`src/rtl/mem_stage_controller.sv`:
```
// MEM-stage requester: turns load/store strobes into a req/ack transaction to a
// word-organised data memory, stalling the pipeline until completion or timeout.
module mem_stage_controller #(
  parameter int unsigned BASE_ADDR = 1024,
  parameter int unsigned MEM_WORDS = 64,
  parameter int unsigned AW        = 6,
  parameter int unsigned TIMEOUT   = 15
) (
  input  logic          clk,
  input  logic          rst,
  input  logic          mem_r_en,
  input  logic          mem_w_en,
  input  logic [31:0]   address,
  input  logic [31:0]   wdata,
  output logic          freeze,
  output logic [31:0]   rdata,
  output logic          err,
  output logic          mem_req,
  output logic          mem_we,
  output logic [AW-1:0] mem_addr,
  output logic [31:0]   mem_wdata,
  input  logic [31:0]   mem_rdata,
  input  logic          mem_ack
);

  localparam int unsigned CW       = 8;
  localparam logic [31:0] SPAN     = 32'(MEM_WORDS * 4);
  localparam logic [CW-1:0] CNT_LAST = CW'(TIMEOUT - 1);

  typedef enum logic [1:0] {S_IDLE, S_WAIT, S_DONE} state_e;

  state_e        state_q, state_d;
  logic [CW-1:0] cnt_q, cnt_d;
  logic          req_q, req_d;
  logic          we_q, we_d;
  logic [AW-1:0] addr_q, addr_d;
  logic [31:0]   wdata_q, wdata_d;
  logic [31:0]   rdata_q, rdata_d;
  logic          err_q, err_d;

  logic [31:0]   off;
  logic          in_range;
  logic          strobe;

  // Below-base addresses wrap to a large offset and fall out of range.
  assign off      = address - 32'(BASE_ADDR);
  assign in_range = (off < SPAN);
  assign strobe   = mem_r_en | mem_w_en;

  always_ff @(posedge clk or posedge rst) begin
    if (rst) begin
      state_q <= S_IDLE;
      cnt_q   <= '0;
      req_q   <= 1'b0;
      we_q    <= 1'b0;
      addr_q  <= '0;
      wdata_q <= '0;
      rdata_q <= '0;
      err_q   <= 1'b0;
    end else begin
      state_q <= state_d;
      cnt_q   <= cnt_d;
      req_q   <= req_d;
      we_q    <= we_d;
      addr_q  <= addr_d;
      wdata_q <= wdata_d;
      rdata_q <= rdata_d;
      err_q   <= err_d;
    end
  end

  always_comb begin
    state_d = state_q;
    case (state_q)
      S_IDLE:  if (strobe && in_range) state_d = S_WAIT;
      S_WAIT:  if (mem_ack || (cnt_q == CNT_LAST)) state_d = S_DONE;
      S_DONE:  state_d = S_IDLE;
      default: state_d = S_IDLE;
    endcase
  end

  // An ack in the expiry cycle takes priority over the timeout.
  always_comb begin
    freeze  = 1'b0;
    cnt_d   = cnt_q;
    req_d   = req_q;
    we_d    = we_q;
    addr_d  = addr_q;
    wdata_d = wdata_q;
    rdata_d = rdata_q;
    err_d   = 1'b0;
    case (state_q)
      S_IDLE: begin
        if (strobe) begin
          if (in_range) begin
            freeze  = 1'b1;
            req_d   = 1'b1;
            we_d    = mem_w_en;
            addr_d  = off[AW+1:2];
            wdata_d = wdata;
            cnt_d   = '0;
          end else begin
            err_d = 1'b1;
            if (!mem_w_en) rdata_d = '0;
          end
        end
      end
      S_WAIT: begin
        freeze = 1'b1;
        if (mem_ack) begin
          req_d = 1'b0;
          if (!we_q) rdata_d = mem_rdata;
        end else if (cnt_q == CNT_LAST) begin
          req_d = 1'b0;
          err_d = 1'b1;
          if (!we_q) rdata_d = '0;
        end else begin
          cnt_d = CW'(cnt_q + 1'b1);
        end
      end
      default: ;
    endcase
  end

  assign rdata     = rdata_q;
  assign err       = err_q;
  assign mem_req   = req_q;
  assign mem_we    = we_q;
  assign mem_addr  = addr_q;
  assign mem_wdata = wdata_q;

endmodule

```
`config.mk`:
```
export PLATFORM = sky130hd
export DESIGN_NAME = mem_stage_controller
export DESIGN_NICKNAME = d
export VERILOG_FILES = /design/src/rtl/mem_stage_controller.sv
export SDC_FILE = /design/constraint.sdc
export NUM_CORES = 1
export LEC_CHECK = 0
export BUFFER_PORTS_ARGS = -buffer_cell sky130_fd_sc_hd__buf_2
export CAP_MARGIN = 20
export CORE_MARGIN = 2
export CORE_UTILIZATION = 45
export CTS_CLUSTER_SIZE = 25
export DETAILED_ROUTE_END_ITERATION = 7
export PLACE_DENSITY = 0.8
export SETUP_SLACK_MARGIN = 0.1
export SLEW_MARGIN = 40
export SYNTH_ARGS = -nofsm -noshare
export SYNTH_HDL_FRONTEND = slang
export SYNTH_SLANG_ARGS = --single-unit
```
`constraint.sdc`:
```
create_clock -name clk -period 3.3 [get_ports clk]
set_clock_uncertainty 0.15 [all_clocks]
set_input_delay 0.33 -clock clk [delete_from_list [all_inputs] [get_ports clk]]
set_output_delay 0.33 -clock clk [all_outputs]
set_load 0.02 [all_outputs]
```
==> impl_metrics.ini, run 1 <==
[run_status]
status = complete, no violations

[yosys]
syn_area_per_cell_sq_um = 14.7
synth_common_cells = dfrtp_1, a22o_1, mux2_1
syn-instance-count = 229
synth_most_common_cell = dfrtp_1
synth_area_leader_cell = dfrtp_1
synth_top_area_share_pct = 61.8
synthTopCellsByArea = dfrtp_1, a22o_1, mux2_1, mux2_2, buf_6
synth_area_sq_mm = 0.00336
synth_nets = 332
synthFlopType = dfrtp_1
ys_async_sr_fraction_pct = 100
ys_warn_count = 0
seq_area_frac_synth_pct = 61.8
synth_edf_count = 0
synth-seq-cells = 83
ys_types = 39

[final_layout]
fillers = 604
final_cells = 508
antenna_cells = 0
area_delta_synth_final_pct = 36.0
nets = 509
final_area_sq_mm = 0.00457
layout-drive-gt1-share_pct = 53.8

[global_routing]
grt_usage_pct = 18.7
grt_pass1_vias = 2613
grt_pass1_wl_microns = 12200
grt_max_degree = 48
antenna_found_initial = 0
overflow = 0

[flow_run]
cap_violations = 0

[timing]
period_minus_slack_ps = 2630
slew_headroom_pct = 47.8
post-route-period-util_pct = 79.6
setup_tns_ps = 0
report.final.slew_viol_count = 0
rsz0062_at_grt = no
worstMarginPinSlew_ps = 781
fmax_mhz = 381
setup_viol = 0
hold_violations = 0

[routing]
drt_iter0_markers = 63
drtAntennaViolNets = 0
vias_per_cell = 4.96
drc = 0
routed_wl_microns = 7260
firstDrtPassIters = 4
dr_total_vias = 2519
wire_per_inst_microns = 14.3

[floorplan]
io_pins = 175
initial_core_util_pct = 46.3
dieArea_sq_mm = 0.00817
core_sq_mm = 0.00725
rows = 31
dieWidth_microns = 90.4
die_y_microns = 90.4

[worst_hold_path]
hold_end = mem_wdata[13]$_DFFE_PP0P_
hold_class = primary input to flop
hold_depth = 2
min_from = wdata[13]

[pwr]
clockPowerShare_pct = 44.9
p_per_area_mw_per_mm2 = 444
pwr-share-seq_pct = 50.2
vdd_ir_drop_max_uv = 224
p_leak_nw = 2.61
p_sw_share_pct = 19.2
switching_power_mw = 0.390
combPwrFrac_pct = 5.0
p_int_mw = 1.64

[placement]
gp_routability_congestion = 0.771
io_buffers = 172
dp_cells = 493
hpwl_microns = 5480
placed_cell_area_sq_mm = 0.00431

[critical_path]
cp-start-kind = flop
endpoint_kind = output port
worstPathRequired_ps = 2820
path_class = flop to output port
r2r_cells = 7
critPathTopFamily = simple AND/OR/NAND/NOR gates
cp_cell_sequence = nor2_1 -> o21ai_0 -> nor4_4 -> buf_12 -> nand2b_1 -> buf_2
crit_fanout = 47
crit_arrival_ps = 2150
r2r_end = rdata[17]$_DFFE_PP0P_
rr_startpoint = cnt_q[0]$_DFFE_PP0P_
critPathBufInv = 2
r2r_slack_ps = 1030
cpPeakStageDelay_ps = 390
critPathSlowestCell = dfrtp_1

[cts]
cts_root_buffer = clkbuf_8
cts_made_buffers = 9
clock_sinks = 83
clkTransAtPathRegs_ps = 80
cts_resized = 0
worstSkewPairLatency_ps = 330
htreeDepth = 3
cts_tree = yes
cts_setup_buffers = 0
clock_path_buffers = 2
## layer usage
layer	wire length (microns)	GRT usage, %	up-vias
met3	416	4.26	22
met4	224	9.62	0
met2	3470	30.4	105
met1	3150	23.4	1195
li1	-	-	1197
met5	0	0	-
## timing repair
item / CTS / global route
hold endpoints to repair: 23 / 0
setup endpoints to repair: 0 / 0
hold buffers: 1 / 0
## power by group through the flow
stage / sequential (mW) / combinational (mW) / clock (mW)
2_1_floorplan: 1.04 / 0.0332 / 0
3_3_place_gp: 1.04 / 0.0981 / 0
3_5_place_dp: 1.04 / 0.102 / 0
4_1_cts: 1.02 / 0.103 / 0.930
5_1_grt: 1.02 / 0.113 / 0.971
6_report: 1.02 / 0.101 / 0.910
## placed cells by master, fill, tap and decap left out, types with 3 or more instances in the layout
| cell type | instances |
|---|---|
| o21ai_0 | 3 |
| nand3_1 | 3 |
| buf_2 | 172 |
| inv_1 | 4 |
| bufinv_16 | 4 |
| a22o_1 | 30 |
| mux2_2 | 16 |
| nand2_1 | 4 |
| dfrtp_1 | 83 |
| nor2_1 | 9 |
| nor4_1 | 3 |
| clkbuf_8 | 9 |
| mux2_1 | 22 |
| xor2_1 | 6 |
| buf_4 | 3 |
## worst register-to-register path, cell delays in order, from the launching register on
cell	delay, ps
dfrtp_1	400
inv_1	140
ha_1	170
nor4b_2	370
a21oi_1	120
nor2_1	280
a2bb2oi_4	260
a22o_1	280
## worst max path at each step
| stage | startpoint | end | slack (ps) | cells after the start |
|---|---|---|---|---|
| 2_1_floorplan | rst | cnt_q[0]$_DFFE_PP0P_ | 680 | 1 |
| 3_3_place_gp | address[26] | rdata[30]$_DFFE_PP0P_ | 840 | 6 |
| 3_5_place_dp | address[26] | rdata[17]$_DFFE_PP0P_ | 770 | 6 |
| 4_1_cts | state_q[0]$_DFFE_PP0P_ | freeze | 640 | 6 |
| 5_1_grt | state_q[0]$_DFFE_PP0P_ | freeze | 470 | 6 |
| 6_report | state_q[0]$_DFFE_PP0P_ | freeze | 670 | 6 |
## metrics by stage
stage                     worst slack [ps]  hold slack [ps]  power, mW  util [%]
after floorplan                        683              315       1.07         -
after global placement                 837              180       1.14      59.4
after detailed placement               770              182       1.14      59.4
after CTS                              641             32.8       2.05      63.0
after global routing                   466             39.3       2.10      63.0
final                                  673             50.5       2.03      63.0
## cell type report
| class | count | area, sq um | share of cell area [%] |
|---|---|---|---|
| Inverter | 5 | 20.0 | 0.438 |
| Multi-Input combinational cell | 130 | 1180 | 25.9 |
| Tap cell | 99 | 124 | 2.71 |
| Clock buffer | 9 | 124 | 2.71 |
| Clock inverter | 5 | 128 | 2.79 |
| Sequential cell | 83 | 2080 | 45.5 |
| Timing Repair Buffer | 177 | 913 | 20.0 |
## sequential cells by signal, indices dropped and copies added (netlist names)
signal and flops:
mem_wdata 32, rdata 32, cnt_q 8, mem_addr 6, state_q 2, err 1, mem_req 1, mem_we 1
## kinds of logic (layout without fill, tap and decap cells)
logic type      Yosys count  in the layout  share of synthesized area, %
fa+ha+maj                 2              2                         0.745
compound gates           43             43                          11.2
xor+xnor                  7              7                          1.82
buf+inv                  16            196                          3.39
flops                    83             83                          61.8
simple gates             40             40                          8.23
mux                      38             38                          12.7
(Power assumes the default switching activity.)
==> run 2: changes to the inputs <==
- CORE_UTILIZATION: 45 -> 41
- PLACE_DENSITY: 0.8 -> 0.77
- clock period: 3.3 -> 2.28 ns (I/O delays scaled with it)
==> impl_metrics.ini, run 2 (synthesis results as in run 1) <==
[timing]
fmax_mhz = 478
post-route-period-util_pct = 91.8
setup_tns_ps = 0
period_minus_slack_ps = 2090
report.final.slew_viol_count = 0
hold_violations = 0
rsz0062_at_grt = no
worstMarginPinSlew_ps = 554
whs_ps = 98.2
slew_headroom_pct = 62.8
setup_viol = 0

[worst_hold_path]
hold_class = primary input to flop
hold_end = err$_DFF_PP0_
hold_depth = 4
min_from = mem_ack

[critical_path]
crit_arrival_ps = 2180
cpPeakStageDelay_ps = 410
r2r_slack_ps = 190
critPathTopFamily = simple AND/OR/NAND/NOR gates
path_class = flop to flop
rr_startpoint = cnt_q[0]$_DFFE_PP0P_
endpoint_kind = flop
r2r_end = rdata[4]$_DFFE_PP0P_
crit_fanout = 8
cp_cell_sequence = inv_2 -> ha_1 -> nor4b_4 -> a21oi_2 -> nor2_4 -> a2bb2oi_2 -> a22o_1
r2r_cells = 7
critPathBufInv = 1
critPathSlowestCell = dfrtp_1
worstPathRequired_ps = 2370
cp-start-kind = flop

[floorplan]
core_sq_mm = 0.00809
initial_core_util_pct = 41.5
dieWidth_microns = 94.5
die_y_microns = 94.5
io_pins = 175
rows = 33
dieArea_sq_mm = 0.00893

[pwr]
pwr-share-seq_pct = 48.8
vdd_ir_drop_max_uv = 270
p_sw_share_pct = 20.8
switching_power_mw = 0.629
clockPowerShare_pct = 42.7
p_per_area_mw_per_mm2 = 563
combPwrFrac_pct = 8.5
p_int_mw = 2.39
p_leak_nw = 2.93

[cts]
clkTransAtPathRegs_ps = 90
htreeDepth = 3
cts_made_buffers = 9
clock_sinks = 83
cts_setup_buffers = 0
cts_tree = yes
clock_path_buffers = 2
worstSkewPairLatency_ps = 340
cts_root_buffer = clkbuf_8

[placement]
gp_routability_congestion = 0.729
io_buffers = 172
hpwl_microns = 5290
placed_cell_area_sq_mm = 0.00433

[final_layout]
nets = 582
final_area_sq_mm = 0.00536
area_delta_synth_final_pct = 59.6
layout_commonest_cell = buf_2
antenna_cells = 0
regArea_sq_mm = 0.00208
final_cell_mix = buf_2, dfrtp_1, dlygate4sd3_1
final_core_util_pct = 66.2
multi_input_area_sq_mm = 0.00125
fillers = 598
layout-drive-gt1-share_pct = 47.0

[routing]
drt_iter0_markers = 98
dr_total_vias = 2917
routed_wl_microns = 9470
drc = 0
drtAntennaViolNets = 0
vias_per_cell = 4.96
firstDrtPassIters = 4
wire_per_inst_microns = 16.1

[global_routing]
grt_pass1_vias = 3126
overflow = 0
grt_usage_pct = 21.4
grt_max_degree = 84
grt_pass1_wl_microns = 14400
antenna_found_initial = 0

[flow_run]
cap_violations = 0

[run_status]
status = complete, no violations
==> run 2: worst max path at each step <==
stage	depth (start not counted)	slack, ps	from	to
floorplan	6	350	address[13]	mem_wdata[10]$_DFFE_PP0P_
global placement	6	-70	address[26]	rdata[29]$_DFFE_PP0P_
detailed placement	6	-120	address[26]	rdata[29]$_DFFE_PP0P_
CTS	5	50	state_q[0]$_DFFE_PP0P_	freeze
global route	7	60	cnt_q[0]$_DFFE_PP0P_	rdata[15]$_DFFE_PP0P_
finish	7	190	cnt_q[0]$_DFFE_PP0P_	rdata[4]$_DFFE_PP0P_
==> run 2: per-stage QoR <==
stage          setup slack, ps  power [mW]  instances
2_1_floorplan              352        1.55        229
3_3_place_gp             -70.7        1.65        499
3_5_place_dp              -119        1.65        499
4_1_cts                   46.1        3.04        587
5_1_grt                   59.9        3.13        588
6_report                   188        3.02        588
==> run 2: what timing repair did <==
item,in CTS,in global routing
endpoints found under the hold margin,154,0
endpoints found under the setup margin,64,74
resized for setup,4,4
pin swaps,1,3
hold buffers,72,0
cloned,1,1
==> run 2: tightest hold or removal path: stages <==
cell     delay (ps)
buf_2           100
nor3b_1          70
nand3_1          70
o21ai_0          90
==> run 2: area by class of cell <==
type	instances	share of cell area, %
clock buffer	10	2.57
clock inverter	5	2.05
inverter	5	0.420
multi-input combinational	132	23.2
sequential	83	38.7
tap	105	2.45
timing repair buffer	248	30.5
==> run 2: layer usage <==
metal / global-route usage (%) / up-vias / routed length (microns)
met5: 0 / - / 0
met3: 5.35 / 22 / 602
met1: 23.4 / 1410 / 3660
met2: 38.9 / 137 / 4970
met4: 10.0 / 0 / 233
li1: - / 1348 / -
==> run 2: power by group through the flow <==
stage                     clock network (mW)  registers, mW  logic [mW]
final                                   1.29           1.47       0.257
after global routing                    1.38           1.47       0.280
after CTS                               1.31           1.47       0.250
after detailed placement                   0           1.50       0.149
after global placement                     0           1.50       0.145
after floorplan                            0           1.50      0.0484
